`src/rtl/axi4_arbiter_2to1.sv`:
```
// Two-master to one-slave AXI4 arbiter; independent round-robin read and write FSMs, one outstanding per direction.
// Latency: request valid to out_*valid is one cycle (registered grant); data/response beats are pure muxes (0 cycles).
// Backpressure: owner ready follows the slave ready combinationally; the non-owner's ready is held at 0 until granted.
//
// Ports: clock_i / reset_i (async, active low), per-master in0_* / in1_* AXI4 slave ports
// (ar, r, aw, w, b) and a single downstream AXI4 master port out_*.
module axi4_arbiter_2to1 #(
    parameter int ADDR_W = 32,
    parameter int DATA_W = 32,
    parameter int ID_W   = 4
) (
    input  logic                clock_i,
    input  logic                reset_i,
    // master 0 (instruction fetch)
    input  logic                in0_arvalid_i,
    output logic                in0_arready_o,
    input  logic [ID_W-1:0]     in0_arid_i,
    input  logic [ADDR_W-1:0]   in0_araddr_i,
    input  logic [7:0]          in0_arlen_i,
    input  logic [2:0]          in0_arsize_i,
    input  logic [1:0]          in0_arburst_i,
    output logic                in0_rvalid_o,
    input  logic                in0_rready_i,
    output logic [ID_W-1:0]     in0_rid_o,
    output logic [DATA_W-1:0]   in0_rdata_o,
    output logic [1:0]          in0_rresp_o,
    output logic                in0_rlast_o,
    input  logic                in0_awvalid_i,
    output logic                in0_awready_o,
    input  logic [ID_W-1:0]     in0_awid_i,
    input  logic [ADDR_W-1:0]   in0_awaddr_i,
    input  logic [7:0]          in0_awlen_i,
    input  logic [2:0]          in0_awsize_i,
    input  logic [1:0]          in0_awburst_i,
    input  logic                in0_wvalid_i,
    output logic                in0_wready_o,
    input  logic [DATA_W-1:0]   in0_wdata_i,
    input  logic [DATA_W/8-1:0] in0_wstrb_i,
    input  logic                in0_wlast_i,
    output logic                in0_bvalid_o,
    input  logic                in0_bready_i,
    output logic [ID_W-1:0]     in0_bid_o,
    output logic [1:0]          in0_bresp_o,
    // master 1 (load/store)
    input  logic                in1_arvalid_i,
    output logic                in1_arready_o,
    input  logic [ID_W-1:0]     in1_arid_i,
    input  logic [ADDR_W-1:0]   in1_araddr_i,
    input  logic [7:0]          in1_arlen_i,
    input  logic [2:0]          in1_arsize_i,
    input  logic [1:0]          in1_arburst_i,
    output logic                in1_rvalid_o,
    input  logic                in1_rready_i,
    output logic [ID_W-1:0]     in1_rid_o,
    output logic [DATA_W-1:0]   in1_rdata_o,
    output logic [1:0]          in1_rresp_o,
    output logic                in1_rlast_o,
    input  logic                in1_awvalid_i,
    output logic                in1_awready_o,
    input  logic [ID_W-1:0]     in1_awid_i,
    input  logic [ADDR_W-1:0]   in1_awaddr_i,
    input  logic [7:0]          in1_awlen_i,
    input  logic [2:0]          in1_awsize_i,
    input  logic [1:0]          in1_awburst_i,
    input  logic                in1_wvalid_i,
    output logic                in1_wready_o,
    input  logic [DATA_W-1:0]   in1_wdata_i,
    input  logic [DATA_W/8-1:0] in1_wstrb_i,
    input  logic                in1_wlast_i,
    output logic                in1_bvalid_o,
    input  logic                in1_bready_i,
    output logic [ID_W-1:0]     in1_bid_o,
    output logic [1:0]          in1_bresp_o,
    // downstream master port
    output logic                out_arvalid_o,
    input  logic                out_arready_i,
    output logic [ID_W-1:0]     out_arid_o,
    output logic [ADDR_W-1:0]   out_araddr_o,
    output logic [7:0]          out_arlen_o,
    output logic [2:0]          out_arsize_o,
    output logic [1:0]          out_arburst_o,
    input  logic                out_rvalid_i,
    output logic                out_rready_o,
    input  logic [ID_W-1:0]     out_rid_i,
    input  logic [DATA_W-1:0]   out_rdata_i,
    input  logic [1:0]          out_rresp_i,
    input  logic                out_rlast_i,
    output logic                out_awvalid_o,
    input  logic                out_awready_i,
    output logic [ID_W-1:0]     out_awid_o,
    output logic [ADDR_W-1:0]   out_awaddr_o,
    output logic [7:0]          out_awlen_o,
    output logic [2:0]          out_awsize_o,
    output logic [1:0]          out_awburst_o,
    output logic                out_wvalid_o,
    input  logic                out_wready_i,
    output logic [DATA_W-1:0]   out_wdata_o,
    output logic [DATA_W/8-1:0] out_wstrb_o,
    output logic                out_wlast_o,
    input  logic                out_bvalid_i,
    output logic                out_bready_o,
    input  logic [ID_W-1:0]     out_bid_i,
    input  logic [1:0]          out_bresp_i
);

    typedef enum logic [1:0] {RD_IDLE, RD_ADDR, RD_DATA} rd_state_e;
    typedef enum logic [1:0] {WR_IDLE, WR_ADDR, WR_DATA, WR_RESP} wr_state_e;

    rd_state_e rd_state_q, rd_state_d;
    wr_state_e wr_state_q, wr_state_d;
    logic      rd_owner_q, rd_owner_d;     // 0 = in0, 1 = in1
    logic      wr_owner_q, wr_owner_d;
    logic      rr_last_rd_q, rr_last_rd_d; // last granted master
    logic      rr_last_wr_q, rr_last_wr_d;
    logic      rd_win, wr_win;

    // On a tie the master that was not granted last wins; otherwise the sole requester.
    assign rd_win = (in0_arvalid_i && in1_arvalid_i) ? ~rr_last_rd_q : in1_arvalid_i;
    assign wr_win = (in0_awvalid_i && in1_awvalid_i) ? ~rr_last_wr_q : in1_awvalid_i;

    always_ff @(posedge clock_i or negedge reset_i) begin
        if (!reset_i) begin
            rd_state_q   <= RD_IDLE;
            wr_state_q   <= WR_IDLE;
            rd_owner_q   <= 1'b0;
            wr_owner_q   <= 1'b0;
            rr_last_rd_q <= 1'b1;  // makes in0 win the first tie
            rr_last_wr_q <= 1'b1;
        end else begin
            rd_state_q   <= rd_state_d;
            wr_state_q   <= wr_state_d;
            rd_owner_q   <= rd_owner_d;
            wr_owner_q   <= wr_owner_d;
            rr_last_rd_q <= rr_last_rd_d;
            rr_last_wr_q <= rr_last_wr_d;
        end
    end

    // Read FSM: valids/readies are all gated by state, so reset forces them low at once.
    always_comb begin
        rd_state_d    = rd_state_q;
        rd_owner_d    = rd_owner_q;
        rr_last_rd_d  = rr_last_rd_q;
        out_arvalid_o = 1'b0;
        in0_arready_o = 1'b0;
        in1_arready_o = 1'b0;
        out_rready_o  = 1'b0;
        in0_rvalid_o  = 1'b0;
        in1_rvalid_o  = 1'b0;
        case (rd_state_q)
            RD_IDLE: begin
                if (in0_arvalid_i || in1_arvalid_i) begin
                    rd_owner_d   = rd_win;
                    rr_last_rd_d = rd_win;
                    rd_state_d   = RD_ADDR;
                end
            end
            RD_ADDR: begin
                out_arvalid_o = 1'b1;
                in0_arready_o = ~rd_owner_q & out_arready_i;
                in1_arready_o =  rd_owner_q & out_arready_i;
                if (out_arready_i) rd_state_d = RD_DATA;
            end
            RD_DATA: begin
                out_rready_o = rd_owner_q ? in1_rready_i : in0_rready_i;
                in0_rvalid_o = ~rd_owner_q & out_rvalid_i;
                in1_rvalid_o =  rd_owner_q & out_rvalid_i;
                // Slave's rlast ends the burst regardless of the requested len.
                if (out_rvalid_i && out_rready_o && out_rlast_i) rd_state_d = RD_IDLE;
            end
            default: rd_state_d = RD_IDLE;
        endcase
    end

    // Write FSM: W is only forwarded after the AW handshake.
    always_comb begin
        wr_state_d    = wr_state_q;
        wr_owner_d    = wr_owner_q;
        rr_last_wr_d  = rr_last_wr_q;
        out_awvalid_o = 1'b0;
        in0_awready_o = 1'b0;
        in1_awready_o = 1'b0;
        out_wvalid_o  = 1'b0;
        in0_wready_o  = 1'b0;
        in1_wready_o  = 1'b0;
        out_bready_o  = 1'b0;
        in0_bvalid_o  = 1'b0;
        in1_bvalid_o  = 1'b0;
        case (wr_state_q)
            WR_IDLE: begin
                if (in0_awvalid_i || in1_awvalid_i) begin
                    wr_owner_d   = wr_win;
                    rr_last_wr_d = wr_win;
                    wr_state_d   = WR_ADDR;
                end
            end
            WR_ADDR: begin
                out_awvalid_o = 1'b1;
                in0_awready_o = ~wr_owner_q & out_awready_i;
                in1_awready_o =  wr_owner_q & out_awready_i;
                if (out_awready_i) wr_state_d = WR_DATA;
            end
            WR_DATA: begin
                out_wvalid_o = wr_owner_q ? in1_wvalid_i : in0_wvalid_i;
                in0_wready_o = ~wr_owner_q & out_wready_i;
                in1_wready_o =  wr_owner_q & out_wready_i;
                if (out_wvalid_o && out_wready_i && out_wlast_o) wr_state_d = WR_RESP;
            end
            WR_RESP: begin
                out_bready_o = wr_owner_q ? in1_bready_i : in0_bready_i;
                in0_bvalid_o = ~wr_owner_q & out_bvalid_i;
                in1_bvalid_o =  wr_owner_q & out_bvalid_i;
                if (out_bvalid_i && out_bready_o) wr_state_d = WR_IDLE;
            end
            default: wr_state_d = WR_IDLE;
        endcase
    end

    // Payload muxes: request side selected by owner, return side broadcast (valid is gated).
    assign out_arid_o    = rd_owner_q ? in1_arid_i    : in0_arid_i;
    assign out_araddr_o  = rd_owner_q ? in1_araddr_i  : in0_araddr_i;
    assign out_arlen_o   = rd_owner_q ? in1_arlen_i   : in0_arlen_i;
    assign out_arsize_o  = rd_owner_q ? in1_arsize_i  : in0_arsize_i;
    assign out_arburst_o = rd_owner_q ? in1_arburst_i : in0_arburst_i;
    assign out_awid_o    = wr_owner_q ? in1_awid_i    : in0_awid_i;
    assign out_awaddr_o  = wr_owner_q ? in1_awaddr_i  : in0_awaddr_i;
    assign out_awlen_o   = wr_owner_q ? in1_awlen_i   : in0_awlen_i;
    assign out_awsize_o  = wr_owner_q ? in1_awsize_i  : in0_awsize_i;
    assign out_awburst_o = wr_owner_q ? in1_awburst_i : in0_awburst_i;
    assign out_wdata_o   = wr_owner_q ? in1_wdata_i   : in0_wdata_i;
    assign out_wstrb_o   = wr_owner_q ? in1_wstrb_i   : in0_wstrb_i;
    assign out_wlast_o   = wr_owner_q ? in1_wlast_i   : in0_wlast_i;

    assign in0_rid_o   = out_rid_i;
    assign in0_rdata_o = out_rdata_i;
    assign in0_rresp_o = out_rresp_i;
    assign in0_rlast_o = out_rlast_i;
    assign in1_rid_o   = out_rid_i;
    assign in1_rdata_o = out_rdata_i;
    assign in1_rresp_o = out_rresp_i;
    assign in1_rlast_o = out_rlast_i;
    assign in0_bid_o   = out_bid_i;
    assign in0_bresp_o = out_bresp_i;
    assign in1_bid_o   = out_bid_i;
    assign in1_bresp_o = out_bresp_i;

endmodule

```
`config.mk`:
```
export PLATFORM = sky130hd
export DESIGN_NAME = axi4_arbiter_2to1
export DESIGN_NICKNAME = d
export VERILOG_FILES = /design/src/rtl/axi4_arbiter_2to1.sv
export SDC_FILE = /design/constraint.sdc
export NUM_CORES = 1
export LEC_CHECK = 0
export CAP_MARGIN = 20
export CORE_AREA = 2 2 221 223
export CTS_CLUSTER_DIAMETER = 80
export DETAILED_ROUTE_END_ITERATION = 12
export DIE_AREA = 0 0 223 225
export HOLD_SLACK_MARGIN = 0.03
export PLACE_DENSITY = 0.33
export REMOVE_ABC_BUFFERS = 1
export SLEW_MARGIN = 20
export SYNTH_ARGS = -nofsm -noshare
export SYNTH_HDL_FRONTEND = slang
export SYNTH_SLANG_ARGS = --single-unit
```
`constraint.sdc`:
```
create_clock -name clock_i -period 2 [get_ports clock_i]
set_input_delay 0.4 -clock clock_i [delete_from_list [all_inputs] [get_ports clock_i]]
set_output_delay 0.4 -clock clock_i [all_outputs]
set_load 0.02 [all_outputs]
```
==> impl_results.md <==
* Fin cells at 1293
* Post-synth EDFFs at 0
* Synth warn at 0
* Status: finished, violations left
* Startpoint class of the critical path: flop
* Netlist cell types at 33
* Ys flop type: dfrtp_1
* Vias per inst at 3.094
* GRT overflow at 0
* Post-layout minimum cycle time at 2.082 ns
* First-pass GRT wire length at 34.33 mm
* Static leakage at 3.156 nW
* Number of global-route vias before repair at 4387
* Slew @ Worst Pin at 0.4520 ns
* Initial antenna violation count at 1
* Initial Util at 0.06095
* CTS tree: built
* Final hold violations at 0
* Synth Instances at 306
* Die width at 223 um
* H-Tree Depth at 1
* Flops & latches, synth at 8
* Routed Antenna Nets at 0
* Sequential area share after synthesis at 0.06995
* Pwr Density at 1034 nW/um^2
* Post-synthesis cell area at 2898 sq um
* RSZ-0062 raised after global routing: true
* Clock root buffer: clkbuf_16
* Top-count cell post-synth: mux2_2
* Worst Path Required at 1.60 ns
* Largest net degree at the start of global routing at 26
* Commonest cells in the netlist: 135 x mux2_2, 90 x buf_4, 11 x buf_2, 10 x nand2_1, 7 x nor2_1
* DR iter-0 viols at 94
* Clock Skew at 0.0003056 ns
* Post-Route WL at 26.72 mm
* Asr flop ratio synth at 1.000
* Die Y at 225 um
* GP Congestion at 0.6907
* Setup violations, final at 26
* CTS buffer count at 3
* Core Area at 47550 sq um
* DRT Pass-1 Iters at 4
* Num rows at 80
* Maximum vdd drop at 331.4 uV
* Nets at 1015
* Clock sink total at 8
* Synth top area share at 0.5246
* Syn-to-layout area delta at 172.6%
* Worst Hold Class: primary input to async pin
* Fmax achieved at 480.3 MHz
* Drt drc at 0
* Arrival time worst endpoint at 1.68 ns
* Relative slew slack at 0.6977
* Max Cap Viol at 0
* Clock Path Buffers at 2
* Most area-consuming cells after synthesis: mux2_2 52%, buf_4 23%, dfrtp_1 5.2%
* Hpwl dp at 22.94 mm
* I/O pins at 572
* Leading area contributor after synthesis: mux2_2
* Final Core Density at 0.1662
* All-Layer GR Usage at 0.09831
* Flop-to-flop setup slack at 0.04 ns
* DR WL/cell at 20.66 um
* Final worst setup slack at -0.08196 ns
* Layout cells sized above 1 at 0.4305
* Port buffer count at 439
* Worst-Skew Late Latency at 0.23 ns
* CP max FO at 7
* Failing checks: setup timing
* Capturing element type of the critical path: primary output
* Max-slew violation count at 0
* Crit path kind: flop to primary output
* FILL cells at 5332
* Dpl cells at 1272
* Die area at 50180 sq um
* Clock slew at reported path FFs at 0.04 ns
* Via Count at 4001
* Crit share post-route at 1.041
* Avg Cell Area, Syn at 9.470 sq um
-- flip-flops by register name, summed over array words and instances, names as in the netlist --
signal	flops
rd_owner_q	1
rr_last_rd_q	1
rr_last_wr_q	1
rd_state_q	2
wr_owner_q	1
wr_state_q	2
-- metrics by stage --
step / TNS, ns / area [sq um] / power (mW) / setup WS [ns] / hold WS (ns)
2_1_floorplan: -122.30 / 2137 / 3.684 / -1.534 / 0.1044
3_3_place_gp: -12.41 / 7531 / 7.284 / -0.2408 / 0.4733
3_5_place_dp: -12.24 / 7531 / 7.216 / -0.3011 / 0.4899
4_1_cts: -3.684 / 7609 / 7.799 / -0.1251 / 0.4954
5_1_grt: -2.806 / 7895 / 8.668 / -0.1136 / 0.5320
6_report: -0.8853 / 7900 / 8.171 / -0.08196 / 0.4863
-- worst max-delay path, cell delays in order, from the launching register on --
cell and delay (ns):
dfrtp_4 0.48, buf_12 0.14, buf_8 0.12, buf_12 0.13, buf_16 0.14, mux2_4 0.31
buf_6 0.14
-- cells by family (layout without fill, tap and decap cells) --
group / after synthesis / count (layout) / synth area share
AO/OA/AOI/OAI: 11 / 11 / 0.03368
adder cells (fa/ha/maj): 5 / 5 / 0.02159
buffers and inverters: 109 / 479 / 0.2651
flip-flops: 8 / 8 / 0.06995
multiplexers: 139 / 139 / 0.5389
other: 0 / 2 / 0
AND/OR/NAND/NOR: 34 / 34 / 0.07081
-- report_power, final --
part | internal [mW] | switching [mW] | leakage (nW) | total [mW]
clock network | 0.258 | 0.0784 | 0.0370 | 0.336
logic | 4.10 | 3.39 | 3.03 | 7.49
registers | 0.271 | 0.0764 | 0.0906 | 0.347
-- timing repair --
item	4_1_cts	5_1_grt
gates resized for setup	443	105
pin swaps	1	2
hold buffers	0	0
buffers inserted	10	1
gates cloned	4	4
setup endpoints to repair	139	96
-- area by class of cell --
cell class,instances,area [sq um],area share
repair buffers,474,4807,0.6085
multi-input cells,189,2028,0.2567
well taps,615,769.5,0.09740
flip-flops and latches,8,207.7,0.02629
clock buffers,3,75.07,0.009503
inverters,2,7.507,0.0009503
diodes,2,5.005,0.0006335
-- cells in the final DEF (no fill, tap or decap), drive strengths merged, types with 2 or more instances in the layout --
master,Yosys,final
mux2,136,136
diode,0,2
inv,2,2
nor2,7,7
nor3b,2,2
clkdlybuf4s50,0,288
nand2b,2,2
and3,5,5
nand2,10,10
dfstp,2,2
mux2i,3,3
clkbuf,4,16
o21ai,2,2
buf,103,124
clkdlybuf4s15,0,20
ha,5,5
nor2b,4,4
dfrtp,6,6
dlygate4sd2,0,29
a21oi,2,2
-- metal layers --
metal  wire [um]  part of all wire  vias up  GRT usage
met1        9289              0.35     1786    0.09356
met5          47            0.0018        -    0.02346
li1            -                 -     1735          -
met3        5327              0.20        6    0.08618
met4          79            0.0030        2   0.006278
met2       11970              0.45      472     0.1643
-- path summary, 6_finish.rpt --
path                                                  end                      from  cells after the start
worst max register to register  wr_state_q[1]$_DFFE_PN0P_    wr_owner_q$_DFFE_PN0P_                      7
worst max-delay path                      out_wdata_o[11]    wr_owner_q$_DFFE_PN0P_                      6
worst min-delay path            rd_state_q[1]$_DFFE_PN0P_                   reset_i                      1
max in group asynchronous          wr_owner_q$_DFFE_PN0P_                   reset_i                      1
min in group clock_i             rr_last_rd_q$_DFFE_PN1P_  rr_last_rd_q$_DFFE_PN1P_                      2
worst min register to register   rr_last_rd_q$_DFFE_PN1P_  rr_last_rd_q$_DFFE_PN1P_                      2
(Power assumes the default switching activity.)
